[src/rtl/w_update_subtractor_stream.sv]
// Streaming W = i1 - i2 over a DIM x DIM matrix, LANES elements per beat, row-major, valid/ready.
// Define SUB_SAT_EN for saturating subtraction with a sticky ovf flag; otherwise results wrap.
module w_update_subtractor_stream #(
  parameter int WIDTH = 26,
  parameter int DIM   = 4,
  parameter int LANES = 4
) (
  input  logic                   clk_sub,
  input  logic                   rst_sub,
  input  logic                   en_sub,
  input  logic                   in_valid,
  output logic                   in_ready,
  input  logic [LANES*WIDTH-1:0] i1_data,
  input  logic [LANES*WIDTH-1:0] i2_data,
  output logic                   out_valid,
  input  logic                   out_ready,
  output logic [LANES*WIDTH-1:0] w_data,
  output logic                   out_last,
  output logic                   mat_done,
  output logic                   ovf
);

  localparam int BEATS = DIM * DIM / LANES;
  localparam int CW    = (BEATS > 1) ? $clog2(BEATS) : 1;
  localparam logic [CW-1:0] LAST_CNT = CW'(BEATS - 1);

  if ((DIM * DIM) % LANES != 0) begin : g_bad_lanes
    $error("w_update_subtractor_stream: DIM*DIM must be a multiple of LANES");
  end

  logic [CW-1:0]          cnt;
  logic [LANES*WIDTH-1:0] res;
  logic                   accept;
  logic                   out_hs;

  assign in_ready = !out_valid || out_ready;
  assign accept   = in_valid && in_ready;
  assign out_hs   = out_valid && out_ready;

`ifdef SUB_SAT_EN
  logic [WIDTH:0]   diff;
  logic [LANES-1:0] clamp;

  always_comb begin
    res   = '0;
    clamp = '0;
    diff  = '0;
    for (int unsigned k = 0; k < LANES; k++) begin
      if (!en_sub) begin
        res[k*WIDTH +: WIDTH] = i2_data[k*WIDTH +: WIDTH];
      end else begin
        diff = {i1_data[k*WIDTH+WIDTH-1], i1_data[k*WIDTH +: WIDTH]}
             - {i2_data[k*WIDTH+WIDTH-1], i2_data[k*WIDTH +: WIDTH]};
        // Overflow exactly when the extra sign bit disagrees with the WIDTH-bit sign.
        if (diff[WIDTH] != diff[WIDTH-1]) begin
          clamp[k] = 1'b1;
          res[k*WIDTH +: WIDTH] = diff[WIDTH] ? {1'b1, {(WIDTH-1){1'b0}}}
                                              : {1'b0, {(WIDTH-1){1'b1}}};
        end else begin
          res[k*WIDTH +: WIDTH] = diff[WIDTH-1:0];
        end
      end
    end
  end

  always_ff @(posedge clk_sub) begin
    if (rst_sub) begin
      ovf <= 1'b0;
    end else if (accept && (|clamp)) begin
      ovf <= 1'b1;
    end
  end
`else
  // Low WIDTH bits of the WIDTH+1 difference equal a plain WIDTH-bit subtraction.
  always_comb begin
    res = '0;
    for (int unsigned k = 0; k < LANES; k++) begin
      res[k*WIDTH +: WIDTH] = en_sub ? (i1_data[k*WIDTH +: WIDTH] - i2_data[k*WIDTH +: WIDTH])
                                     : i2_data[k*WIDTH +: WIDTH];
    end
  end

  assign ovf = 1'b0;
`endif

  always_ff @(posedge clk_sub) begin
    if (rst_sub) begin
      out_valid <= 1'b0;
      w_data    <= '0;
      out_last  <= 1'b0;
      mat_done  <= 1'b0;
      cnt       <= '0;
    end else begin
      mat_done <= out_hs && out_last;
      if (accept) begin
        w_data    <= res;
        out_valid <= 1'b1;
        out_last  <= (cnt == LAST_CNT);
        cnt       <= (cnt == LAST_CNT) ? '0 : cnt + CW'(1);
      end else if (out_hs) begin
        out_valid <= 1'b0;
        out_last  <= 1'b0;
      end
    end
  end

endmodule

[config.mk]
export PLATFORM = sky130hd
export DESIGN_NAME = w_update_subtractor_stream
export DESIGN_NICKNAME = d
export VERILOG_FILES = /design/src/rtl/w_update_subtractor_stream.sv
export SDC_FILE = /design/constraint.sdc
export NUM_CORES = 1
export LEC_CHECK = 0
export CORE_MARGIN = 5
export CORE_UTILIZATION = 51
export DETAILED_ROUTE_END_ITERATION = 8
export PLACE_DENSITY = 0.95
export SYNTH_ARGS = -nofsm -noshare
export SYNTH_HDL_FRONTEND = slang
export SYNTH_SLANG_ARGS = --single-unit
[constraint.sdc]
create_clock -name clk_sub -period 8.5 [get_ports clk_sub]
set_input_delay 1.275 -clock clk_sub [delete_from_list [all_inputs] [get_ports clk_sub]]
set_output_delay 1.275 -clock clk_sub [all_outputs]
set_load 0.05 [all_outputs]
# Word-level counts from Yosys, hierarchy flattened

Cells that the tools add are included.

Flip-flop bits (word level): 109
Output and inout bits: 109
Logic and storage cells: 25

Add/subtract/negate cells: 5
Equality and inequality tests: 1
Multiplexer cells: 8
Reductions and logical operators: 6

Operators with widths:

| operator                                                       | count |
|---|---|
| 26-bit 2-to-1 mux                                              | 4 |
| 26-bit subtractor                                              | 4 |
| 1-bit logical AND                                              | 3 |
| 1-bit 2-to-1 mux                                               | 3 |
| 2-bit by 1-bit adder with 2-bit output (second input constant) | 1 |
| 2-bit == test (second input constant)                          | 1 |
| 2-bit 2-to-1 mux                                               | 1 |
| 2-bit nonzero test                                             | 1 |
| 1-bit logical NOT                                              | 1 |
| 1-bit logical OR                                               | 1 |

# Logic depth before layout (Yosys ltp)

Gate-level depths: netlist of the first run.

Depth in word-level cells: 4
Gate-level depth with buffers: 12
Mapped depth without buffers: 12

# Worst setup path before layout of the first run

No wires, ideal clock.

Kind: input port to flip-flop
From: input port i1_data[26]
To: register w_data[50]
Library setup time: 0.139 ns
Data arrival time: 3.399 ns
Required time: 8.361 ns
Setup slack: 4.962 ns
Stages on the path: 12
Cell sequence: inv_1 -> ha_1 -> fa_1 -> nor2b_4 -> o31a_1 -> o31a_1 -> or3b_4 -> a31oi_4 -> o21ai_2 -> mux2_4 -> o21ai_2 -> a221oi_1

Word-level cells in the longest chain between the ends: 2

Ends and longest elaborated chain:

| what                 | line | source |
|---|---|---|
| from (decl)          | 13   | `input logic [LANES*WIDTH-1:0] i1_data,` |
| 26-bit subtractor    | 78   | `res[k*WIDTH +: WIDTH] = en_sub ? (i1_data[k*WIDTH +: WIDTH] - i2_data[k*WIDTH +: WIDTH])` |
| 26-bit 2-to-1 mux    | 78   |  |
| to (signal assigned) | 96   | `w_data <= res;` |
| to (decl)            | 17   | `output logic [LANES*WIDTH-1:0] w_data,` |

No other way between the ends.
A chain may end at the register's enable or synchronous reset.

# Final worst setup path of the first run

From: input port i2_data[53]
To: register w_data[71]

Word-level cells in the longest chain between the ends: 2

Ends and longest elaborated chain:

| what              | line | source |
|---|---|---|
| from (decl)       | 14   | `input logic [LANES*WIDTH-1:0] i2_data,` |
| 26-bit subtractor | 78   |  |
| 26-bit 2-to-1 mux | 78   |  |

No other way between the ends.

==> results by group, run 1 <==
CTS
  – Clock sinks: 109
  – Post-CTS Hold Fix Bufs: 0
  – H-tree depth: 3
  – Clock buffer depth: 2
  – Inserted Clock Buffers: 9
  – Later-pin clock latency in the skew report: 0.36 ns
  – Setup Buffers After CTS: 0
  – Post-CTS Resized: 0
  – CTS tree: yes
  – Clk slew on worst S/H paths: 0.07 ns
  – Root Buffer: clkbuf_16

Cells and area
  – N_diodes: 0
  – Core Util, Final: 0.699
  – Layout cells sized above 1: 0.0343
  – Nets@finish: 1917
  – Area Overhead vs Synth: 36.3%
  – Post-layout instance area: 13500 µm²
  – Number of fill cells: 1522

Placed design
  – HPWL after DPL: 26400 µm
  – Post-DP Area: 13200 µm²
  – # port buffers: 320
  – Post-Place Setup Slack: 4.04 ns
  – Routability Congestion: 0.961

Drt
  – Starting DRT DRC Count: 709
  – Vias per cell: 5.91
  – Routed wire length: 34700 µm
  – Antenna Nets Post-Route: 0
  – Via Count: 11000
  – Drt wl/cell: 18.6 µm
  – DR pass1 iterations: 5
  – Remaining DRCs: 0

STA
  – FMAX: 0.236 GHz
  – Worst slew margin: 0.292
  – Final setup viols: 0
  – Slew @ Worst Pin: 1.06 ns
  – Final Skew: 0.00877 ns
  – Final worst-path cycle share: 0.499
  – Fin. max-slew vios: 0
  – Fin worst setup slack: 4.26 ns
  – Setup repair after global routing missed its margin: false
  – Endpoints failing hold: 0
  – Fin crit period: 4.24 ns
  – TNS Setup: 0 ns

Yosys
  – FFs w/ async S/R, synth: 0
  – Syn Nets: 1652
  – #FFs+latches synth: 109
  – Mean area per synthesized cell: 7.41 µm²
  – Most common cell in the synthesized netlist: a21oi_1
  – Number of synthesized flops with an enable pin: 0
  – Distinct cells, synth: 73
  – Seq/Total Area, Yosys: 0.221
  – Cell taking the most area after synthesis: dfxtp_1
  – Post-synth top cells: a21oi_1, nor2_1, inv_1
  – Largest cells by area after synthesis: dfxtp_1, ha_1, a21oi_1, o21ai_0, xnor2_1
  – Gate Count Post-Synth: 1334
  – Syn. warnings: 0
  – Syn Std Cell Area: 9880 µm²
  – Top cell type's share of synthesized area: 0.221
  – Ys flop type: dfxtp_1

Floorplan
  – Die area: 22300 µm²
  – Die height: 149 µm
  – Die X: 149 µm
  – Boundary pin count: 322
  – Row count: 51
  – Core Footprint: 19300 µm²
  – Starting Density: 0.513

Flow run
  – Max-cap viol count: 0

Power and ir drop
  – Peak VDD IR: 0.0000953 V
  – PwrDens: 145 nW/µm²
  – Leak: 5.86 nW

Setup path
  – CP Launch Type: primary input
  – WS Path Type: in2reg
  – Worst path arrival time: 4.46 ns
  – Worst Path Required: 8.72 ns
  – Critical Path End Type: register
  – Worst-path maximum fanout: 4

Global routing
  – Gr usage total: 0.298
  – Number of global-route vias before repair: 11000
  – Initial antenna violation count: 0
  – GRT Residual Overflow: 0
  – Largest net degree at the start of global routing: 79
  – First-pass GRT wire length: 54100 µm

Hold path
  – Hold WC Path Type: reg2reg

Outcome
  – Outcome: finished clean
==> critical path: stages <==
cell and delay, ns:
clkdlybuf4s50_1 0.53, inv_1 0.09, ha_1 0.28, nor2b_1 0.13, o21ai_1 0.24, a21boi_1 0.17
o311ai_1 0.52, o21ai_2 0.12, a21oi_1 0.42, o31ai_1 0.14, xnor2_1 0.14, a2111oi_0 0.42
==> per-stage QoR <==
step,total power [mW],instances,hold WS (ns)
floorplan,1.20,1334,0.440
global placement,1.49,1853,0.440
detailed placement,1.52,1853,0.453
CTS,1.95,1869,0.463
global route,2.05,1869,0.483
finish,1.95,1869,0.463
==> placed cells by master, fill, tap and decap left out, drive strengths merged, types with 7 or more instances in the layout <==
cell	n
a21o	50
a211oi	47
a31oi	21
nand2	68
inv	121
and3	9
o21a	8
o22ai	8
o21ai	116
nand3	18
a21oi	155
nand4	9
buf	8
a221oi	9
xor2	28
o31ai	7
ha	101
nor2b	12
a2111oi	14
clkbuf	12
nand2b	18
nor2	130
mux2i	20
xnor2	57
nor3	35
dfxtp	109
and2	8
o211ai	7
clkdlybuf4s50	318
o21bai	10
==> cells by family (layout without fill, tap and decap cells) <==
group	Yosys count	after routing	synth area share
adders and majority gates	105	105	0.136
DFF	109	109	0.221
muxes	21	21	0.0218
buffers and inverters	194	464	0.0744
xor gates and xnor gates	85	85	0.0753
AOI/OAI and AO/OA	489	489	0.317
and+or+nand+nor	330	330	0.154
other	1	1	0.000379
==> cell type report <==
class,count,area [µm²],share of cell area
clock buffer,12,256,0.0190
timing repair buffer,326,3240,0.240
clock inverter,4,32.5,0.00241
inverter,122,458,0.0340
sequential,109,2180,0.162
multi-input combinational,1031,6970,0.518
tap,265,332,0.0246
==> power breakdown <==
part | leakage [nW] | total (mW) | internal, mW | switching, mW
clock | 0.135 | 0.429 | 0.217 | 0.212
combinational | 4.83 | 0.939 | 0.390 | 0.549
sequential | 0.903 | 0.583 | 0.557 | 0.0257
total | 5.86 | 1.95 | 1.16 | 0.787
==> path summary, 6_finish.rpt <==
kind	to	from	cells past startpoint	slack, ns
setup / recovery	w_data[71]	i2_data[53]	12	4.26
hold / removal	cnt[1]	cnt[1]	2	0.46
setup reg to reg	w_data[24]	out_valid	7	5.68
hold reg to reg	cnt[1]	cnt[1]	2	0.46
==> layer usage <==
layer	vias to the layer above	global-route usage	wire, µm
li1	5300	-	-
met1	5104	0.344	13400
met2	523	0.524	16700
met3	115	0.0553	2720
met4	0	0.157	1830
met5	-	0	0
==> sequential cells by signal, indices dropped and copies added, names as in the netlist <==
signal,count
w_data,104
cnt,2
mat_done,1
out_last,1
out_valid,1
No activity file was read; power rests on OpenSTA's default activity.
==> inputs of run 2 (changes only) <==
--- a/config.mk
+++ b/config.mk
@@ -6,9 +6,9 @@
 export NUM_CORES = 1
 export LEC_CHECK = 0
 export CORE_MARGIN = 5
-export CORE_UTILIZATION = 51
+export CORE_UTILIZATION = 48
 export DETAILED_ROUTE_END_ITERATION = 8
-export PLACE_DENSITY = 0.95
+export PLACE_DENSITY = 0.91
 export SYNTH_ARGS = -nofsm -noshare
 export SYNTH_HDL_FRONTEND = slang
 export SYNTH_SLANG_ARGS = --single-unit
==> constraint.sdc (replaced) <==
create_clock -name clk_sub -period 4.4 [get_ports clk_sub]
set_input_delay 0.66 -clock clk_sub [delete_from_list [all_inputs] [get_ports clk_sub]]
set_output_delay 0.66 -clock clk_sub [all_outputs]
set_load 0.05 [all_outputs]
==> run 2 against run 1 <==
Total power is 99% higher. Sequential share of layout area shrank 0.097 points. Via count is 0.14% higher. Critical path type unchanged. Largest power group unchanged. Highest routed layer unchanged.
==> results by group, run 2 (synthesized netlist as in run 1, its figures left out) <==
Setup path
  – CP Launch Type: primary input
  – Setup crit end: w_data[71]
  – Critical Path End Type: register
  – CP Depth: 12
  – R2r endpoint: w_data[60]
  – CP max-delay cell: clkdlybuf4s50_1
  – R2R setup slack: 2.02 ns
  – Worst path arrival time: 3.71 ns
  – R2r worst-path depth: 6
  – Worst Path Required: 4.64 ns
  – WS Path Type: in2reg
  – Worst r2r src: out_valid
  – Worst-path maximum fanout: 4
  – Crit. Startpoint: i2_data[53]
  – Cell family with most CP delay: compound AO/OA/AOI/OAI gates
  – CP bufs+invs: 2
  – Crit path largest cell delay: 0.51 ns
  – Worst path cell trace: clkdlybuf4s50_1 -> inv_1 -> ha_1 -> nor2b_1 -> o21ai_1 -> a21boi_1 -> o311ai_1 -> o21ai_2 -> a21oi_1 -> o31ai_1 -> xnor2_1 -> a2111oi_0

Power and ir drop
  – Peak VDD IR: 0.000212 V
  – Power, Total: 3.88 mW
  – Leak: 5.90 nW
  – PwrDens: 286 nW/µm²

Cells and area
  – Largest register FFs: 104
  – Nets@finish: 1921
  – Most flops, register: w_data
  – Area Overhead vs Synth: 37.2%
  – Number of fill cells: 1644
  – Area taken by multi-input logic gates: 6970 µm²
  – Most common cell after layout, fill and taps aside: clkdlybuf4s50_1
  – Layout cells sized above 1: 0.0367
  – Sequential cell area: 2180 µm²
  – Most frequent cells in the layout: clkdlybuf4s50_1, a21oi_1, nor2_1, inv_1, dfxtp_1
  – Largest registers: w_data (104), cnt (2)

CTS
  – H-tree depth: 3
  – Inserted Clock Buffers: 9
  – CTS tree: yes
  – Post-CTS Resized: 0
  – Root Buffer: clkbuf_16
  – Clock sinks: 109
  – Clock buffer depth: 2
  – Clk slew on worst S/H paths: 0.08 ns
  – Setup Buffers After CTS: 0
  – Later-pin clock latency in the skew report: 0.36 ns
  – Post-CTS Hold Fix Bufs: 0

Floorplan
  – Die height: 154 µm
  – Core Footprint: 20200 µm²
  – Die X: 154 µm
  – Starting Density: 0.488
  – Die area: 23600 µm²
  – Row count: 52
  – Boundary pin count: 322

Drt
  – DR pass1 iterations: 5
  – Remaining DRCs: 0
  – Antenna Nets Post-Route: 0
  – Drt wl/cell: 18.8 µm
  – Routed wire length: 35300 µm
  – Starting DRT DRC Count: 553
  – Vias per cell: 5.88
  – Via Count: 11100

STA
  – Fin crit period: 3.47 ns
  – Fin. max-slew vios: 0
  – Final setup viols: 0
  – Final worst-path cycle share: 0.788
  – Final Skew: 0.0104 ns
  – Endpoints failing hold: 0
  – FMAX: 0.288 GHz
  – Setup repair after global routing missed its margin: false
  – TNS Setup: 0 ns
  – Slew @ Worst Pin: 0.668 ns
  – Worst slew margin: 0.555
  – Fin worst setup slack: 0.932 ns

Flow run
  – Max-cap viol count: 0

Global routing
  – Largest net degree at the start of global routing: 63
  – GRT Residual Overflow: 0
  – Initial antenna violation count: 2
  – First-pass GRT wire length: 55300 µm
  – Number of global-route vias before repair: 10900
  – Gr usage total: 0.283

Placed design
  – # port buffers: 320
  – HPWL after DPL: 27000 µm
  – Post-Place Setup Slack: 0.611 ns
  – Routability Congestion: 0.926

Hold path
  – Hold WC Path Type: reg2reg

Outcome
  – Outcome: finished clean
## run 2: cell type report
| class | instances | area share |
|---|---|---|
| Multi-Input combinational cell | 1031 | 0.514 |
| Timing Repair Buffer | 330 | 0.241 |
| Sequential cell | 109 | 0.161 |
| Inverter | 122 | 0.0338 |
| Tap cell | 270 | 0.0249 |
| Clock buffer | 11 | 0.0179 |
| Clock inverter | 5 | 0.00618 |
| Antenna cell | 2 | 0.000369 |
## run 2: worst min-delay path by stage
stage,startpoint,slack (ns),endpoint,depth (start not counted)
6_report,w_data[53],0.45,w_data[53],2
3_3_place_gp,w_data[27],0.44,w_data[27],2
5_1_grt,w_data[79],0.49,w_data[79],2
4_1_cts,w_data[53],0.46,w_data[53],2
2_1_floorplan,cnt[1],0.44,cnt[1],2
3_5_place_dp,w_data[53],0.45,w_data[53],2
## run 2: report_power, final
group	internal (mW)	switching (mW)	total [mW]	leakage (nW)
clock network	0.518	0.417	0.935	0.152
logic	0.755	1.06	1.82	4.85
registers	1.08	0.0497	1.13	0.903
## run 2: worst reg2reg max path: stages, from the launching register on
cell	delay [ns]
dfxtp_1	0.34
nand2b_1	0.19
and2_4	0.59
buf_4	0.57
o21ai_0	0.25
a31oi_1	0.25
nor2_1	0.08
## run 2: stage by stage
step / cell area (µm²) / utilization / instances / hold slack [ns]
after floorplan: 9880 / - / 1334 / 0.440
after global placement: 13200 / 0.654 / 1862 / 0.441
after detailed placement: 13200 / 0.654 / 1862 / 0.449
after CTS: 13600 / 0.670 / 1878 / 0.459
after global routing: 13600 / 0.670 / 1880 / 0.489
final: 13600 / 0.670 / 1880 / 0.455
## run 2: per-layer routing
| layer | track usage | vias to the layer above | part of all wire |
|---|---|---|---|
| li1 | - | 5316 | - |
| met1 | 0.335 | 5146 | 0.40 |
| met2 | 0.490 | 506 | 0.48 |
| met3 | 0.0565 | 89 | 0.077 |
| met4 | 0.131 | 0 | 0.042 |
| met5 | 0 | - | 0 |
